### config.mk
export PLATFORM = sky130hd
export DESIGN_NAME = nvram_ioctl_bridge
export DESIGN_NICKNAME = d
export VERILOG_FILES = /design/src/rtl/nvram_ioctl_bridge.sv
export SDC_FILE = /design/constraint.sdc
export NUM_CORES = 1
export LEC_CHECK = 0
export CELL_PAD_IN_SITES_DETAIL_PLACEMENT = 0
export CELL_PAD_IN_SITES_GLOBAL_PLACEMENT = 1
export CORE_MARGIN = 2
export CORE_UTILIZATION = 31
export DETAILED_ROUTE_END_ITERATION = 7
export GPL_ROUTABILITY_DRIVEN = 0
export GPL_TIMING_DRIVEN = 0
export PLACE_DENSITY = 0.95
export SLEW_MARGIN = 40
export SYNTH_ARGS = -nofsm -noshare
export SYNTH_HDL_FRONTEND = slang
export SYNTH_SLANG_ARGS = --single-unit
### constraint.sdc
create_clock -name clk_sys -period 3.31 [get_ports clk_sys]
set_input_delay 0.662 -clock clk_sys [delete_from_list [all_inputs] [get_ports clk_sys]]
set_output_delay 0.662 -clock clk_sys [all_outputs]
set_load 0.03 [all_outputs]
### src/rtl/nvram_ioctl_bridge.sv
// Bridges the HPS ioctl channel to the 4-bit CMOS NVRAM: each byte is two nibbles (low at even address).
// Optional feature macro: NVRAM_DIRTY_EN (nv_dirty tracks CPU writes since the last save/restore).
module nvram_ioctl_bridge #(
    parameter int unsigned ADDR_W = 10,
    parameter logic [15:0] INDEX  = 16'd4
) (
    input  logic              clk_sys,
    input  logic              reset_n,
    input  logic              ioctl_download,
    input  logic              ioctl_upload,
    input  logic [15:0]       ioctl_index,
    input  logic              ioctl_wr,
    input  logic              ioctl_rd,
    input  logic [24:0]       ioctl_addr,
    input  logic [7:0]        ioctl_dout,
    output logic [7:0]        ioctl_din,
    output logic              ioctl_wait,
    output logic              nv_sel,
    output logic [ADDR_W-1:0] nv_addr,
    output logic              nv_we,
    output logic [3:0]        nv_d,
    input  logic [3:0]        nv_q,
    input  logic              cpu_nv_we,
    output logic              nv_dirty
);

    typedef enum logic [2:0] {IDLE, RD0, RD1, RD2, RD3, WR0, WR1} state_t;

    state_t            state;
    logic              match;
    logic              in_range;
    logic [ADDR_W-2:0] byte_a;
    logic              oor;
    logic [3:0]        nib_hold;

    assign match    = (ioctl_index == INDEX);
    assign in_range = (ioctl_addr[24:ADDR_W-1] == '0);

    always_ff @(posedge clk_sys) begin
        if (!reset_n) begin
            state      <= IDLE;
            byte_a     <= '0;
            oor        <= 1'b0;
            nib_hold   <= '0;
            ioctl_din  <= '0;
            ioctl_wait <= 1'b0;
            nv_sel     <= 1'b0;
            nv_addr    <= '0;
            nv_we      <= 1'b0;
            nv_d       <= '0;
        end else begin
            nv_sel <= (ioctl_upload | ioctl_download) & match;
            case (state)
                IDLE: begin
                    if (ioctl_rd && ioctl_upload && match) begin
                        byte_a     <= ioctl_addr[ADDR_W-2:0];
                        oor        <= !in_range;
                        nv_addr    <= {ioctl_addr[ADDR_W-2:0], 1'b0};
                        ioctl_wait <= 1'b1;
                        state      <= RD0;
                    end else if (ioctl_wr && ioctl_download && match && in_range) begin
                        byte_a     <= ioctl_addr[ADDR_W-2:0];
                        nv_addr    <= {ioctl_addr[ADDR_W-2:0], 1'b0};
                        nv_d       <= ioctl_dout[3:0];
                        nib_hold   <= ioctl_dout[7:4];
                        nv_we      <= 1'b1;
                        ioctl_wait <= 1'b1;
                        state      <= WR0;
                    end
                end
                RD0: begin
                    nv_addr <= {byte_a, 1'b1};
                    state   <= RD1;
                end
                RD1: begin
                    // nv_q now carries the low nibble addressed two edges ago
                    nib_hold <= nv_q;
                    state    <= RD2;
                end
                RD2: begin
                    ioctl_din  <= oor ? 8'hFF : {nv_q, nib_hold};
                    ioctl_wait <= 1'b0;
                    state      <= RD3;
                end
                RD3: begin
                    state <= IDLE;
                end
                WR0: begin
                    nv_addr <= {byte_a, 1'b1};
                    nv_d    <= nib_hold;
                    state   <= WR1;
                end
                WR1: begin
                    nv_we      <= 1'b0;
                    ioctl_wait <= 1'b0;
                    state      <= IDLE;
                end
                default: begin
                    state <= IDLE;
                end
            endcase
        end
    end

`ifdef NVRAM_DIRTY_EN
    logic dl_prev;
    logic dirty_set;
    logic dirty_clr;

    assign dirty_set = cpu_nv_we && !nv_sel;
    // A full save ends with the last byte; a restore ends when the matched download drops.
    assign dirty_clr = ((state == RD2) && !oor && (byte_a == '1)) || (dl_prev && !ioctl_download);

    always_ff @(posedge clk_sys) begin
        if (!reset_n) begin
            dl_prev  <= 1'b0;
            nv_dirty <= 1'b0;
        end else begin
            dl_prev <= ioctl_download && match;
            if (dirty_set) begin
                nv_dirty <= 1'b1;
            end else if (dirty_clr) begin
                nv_dirty <= 1'b0;
            end
        end
    end
`else
    logic unused_cpu_nv_we;
    assign unused_cpu_nv_we = cpu_nv_we;
    assign nv_dirty = 1'b0;
`endif

endmodule

==> impl_summary.log <==
INFO  metric run_status = complete, no violations
INFO  metric fin_max_slew_vios = 0
INFO  metric timing.critical_path.buf_inv = 2
INFO  metric die-height = 81.2 µm
INFO  metric clock_tree.buffer_depth = 2
INFO  metric layout.cells.most_common = clkdlybuf4s50_1
INFO  metric first_iter_violations = 71
INFO  metric cp_slowest_cell = clkdlybuf4s50_1
INFO  metric worst-path-max-fanout = 10
INFO  metric worst_setup_path_end_kind = register
INFO  metric global_route.usage.total = approximately 15%
INFO  metric clock.fmax = 421 MHz
INFO  metric sinks_on_clock_net = 42
INFO  metric timing.critical_path.required = 3450 ps
INFO  metric layoutNonFillerInstCount = around 380
INFO  metric detail_route.vias_per_cell = ~5
INFO  metric grt_antenna_before_repair = 0
INFO  metric syn-instance-count = 213
INFO  metric final_cell_mix = 83 x clkdlybuf4s50_1, 42 x dfxtp_1, 35 x o21ai_0, 18 x nand2_1
INFO  metric core_region_area = around 5900 µm²
INFO  metric whs = roughly 480 ps
INFO  metric insertedDiodeCount = 0
INFO  metric worst_clock_skew = 7.66 ps
INFO  metric postCtsHoldBufs = 0
INFO  metric path_class = in -> reg
INFO  metric critical_path.top_delay_family = compound AO/OA/AOI/OAI gates
INFO  metric min_period_over_period = between 70 and 80%
INFO  metric arrival = between 2000 and 3000 ps
INFO  metric postSynthNetCount = 273
INFO  metric portion_of_the_post_synthesis_area_used_by_sequential_elements = a little under half
INFO  metric die_area = 6600 µm²
INFO  metric boundaryPins = 86
INFO  metric area.growth.synth_to_final = 56.0%
INFO  metric drive_gt1_share = ~6%
INFO  metric via_count_of_the_first_global_routing_pass = ~1.9k
INFO  metric final_sum_of_negative_setup_slack = 0 ps
INFO  metric die_width = 81.2 µm
INFO  metric post_synth.cell_area_avg = 8.68 µm²
INFO  metric clk_pin_slew_worst_paths = roughly 80 ps
INFO  metric post-route-drc-count = 0
INFO  metric final_nets = roughly 360
INFO  metric vias = about 1.9k
INFO  metric fp-row-count = 28
INFO  metric clkLatencyLatePin = 280 ps
INFO  metric port-buffer-count = just over 80
INFO  metric dp.final_hpwl = around 3.8 mm
INFO  metric power_leakage = ~1.1 nW
INFO  metric multi_input_comb_area = approximately 920 µm²
INFO  metric report.final.setup_viol = 0
INFO  metric nature_of_the_critical_path_startpoint = input port
INFO  metric drt_pre_antenna_iters = 4
INFO  metric yosys_register_bits = between 40 and 50
INFO  metric worst_hold_path_type = reg -> reg
INFO  metric synth_cell_types = 30
INFO  metric tritoncts = built
INFO  metric max_vdd_drop = 337 µV
INFO  metric hold_viol = 0
INFO  metric final_core_utilization = between 40% and 50%
INFO  metric yosys_warnings = 0
INFO  metric cells_resized_by_post_cts_repair = 0
INFO  metric cts_root_buffer = clkbuf_8
INFO  metric grt_pass1_wl = 7.97 mm
INFO  metric power_density = between 500 and 600 nW/µm²
INFO  metric post_syn_area = between 1500 and 2000 µm²
INFO  metric cts_made_buffers = 5
INFO  metric placedCellCount = roughly 370
INFO  metric start_util = approximately a third
INFO  metric grt_max_degree = 14
INFO  metric worst-r2r-setup-slack = around 1500 ps
INFO  metric ff_latch_area = 841 µm²
INFO  metric period_needed = 2370 ps
INFO  metric filler_cell_count = 568
INFO  metric wirelength = approximately 5 mm
INFO  metric cts_setup_buffers = 0
INFO  metric antenna_nets_post_route = 0
INFO  metric h_tree_levels = 2
INFO  metric grt_setup_unrepaired = no
INFO  metric critical_path.max_stage_delay = between 400 and 500 ps
INFO  metric wire_per_inst = roughly 13 µm
INFO  metric globalRouteOverflowTotal = 0
INFO  metric timing.critical_path.cells = clkdlybuf4s50_1 > nor4_2 > nand4_1 > o21a_1 > clkbuf_1 > o21ai_0 > a31oi_1
INFO  metric timing.max_cap.violations = 0
-- power by group --
group	switching [mW]	total, mW	internal (mW)	leakage (nW)
Clock	0.166	0.391	0.225	0.0514
Combinational	0.278	0.515	0.237	0.663
Sequential	0.0449	0.633	0.588	0.340
Total	0.489	1.54	1.05	1.05
-- final cells by class --
class	count	area share, %
Buffer	18	2.91
Multi-Input combinational cell	153	32.1
Timing Repair Buffer	83	28.8
Clock inverter	2	1.30
Sequential cell	42	29.2
Tap cell	75	3.25
Clock buffer	6	2.52
-- state kept, by name, indices dropped and copies added (netlist names) --
| register | cells |
|---|---|
| nv_we | 1 |
| byte_a | 9 |
| nib_hold | 4 |
| nv_sel | 1 |
| ioctl_din | 8 |
| ioctl_wait | 1 |
| nv_addr | 10 |
| nv_d | 4 |
| oor | 1 |
| state | 3 |
-- synth_stat cells (all sizes together) --
cell type / number / share of area, %
nor2: 12 / 2.4
xor2: 1 / 0.47
or2: 1 / 0.34
conb: 1 / 0.20
or3: 1 / 0.34
nand3: 12 / 3.2
buf: 6 / 2.1
o22ai: 3 / 1.0
nand2b: 1 / 0.34
nor4b: 1 / 0.47
clkbuf: 12 / 2.4
and2: 1 / 0.34
nand3b: 1 / 0.41
a221oi: 1 / 0.47
a31oi: 6 / 2.0
o21a: 2 / 0.81
a21boi: 13 / 5.3
o21ai: 35 / 9.5
nor3: 2 / 0.54
dfxtp: 42 / 45
nand4: 1 / 0.34
mux2i: 8 / 4.3
a21oi: 13 / 3.5
o211a: 9 / 4.9
nor4: 8 / 4.4
nor2b: 2 / 0.68
nand2: 18 / 3.7
-- final timing paths --
kind,startpoint,end,cells after the start
max,ioctl_addr[11],nv_addr[5],7
min,byte_a[1],byte_a[1],2
max reg2reg,state[1],nv_addr[3],6
min reg2reg,byte_a[1],byte_a[1],2
-- through the flow --
stage | setup WS [ps] | power, mW | cell area [µm²]
after floorplan | 1360 | 0.927 | 1850
after global placement | 623 | 1.15 | 2770
after detailed placement | 619 | 1.16 | 2770
after CTS | 931 | 1.55 | 2880
after global routing | 750 | 1.63 | 2880
final | 935 | 1.54 | 2880
-- logic make-up after synthesis --
group	share of synthesized area (%)
AO/OA/AOI/OAI	27.5
XOR/XNOR	0.474
buffers and inverters	4.53
flip-flops	45.5
multiplexers	4.33
other	0.203
AND/OR/NAND/NOR	17.5
-- worst min-delay path, cell delays in order, from the launching register on --
cell and delay [ps]:
dfxtp_1 310, o21ai_0 60, a21boi_0 70
-- per-layer routing --
metal / global-route usage [%] / part of all wire [%] / up-vias
li1: - / - / 952
met1: 17.8 / 43 / 861
met2: 27.9 / 49 / 65
met3: 3.67 / 7.2 / 8
met4: 4.92 / 0.86 / 0
met5: 0 / 0 / -
Power figures use the tool's default switching activity.
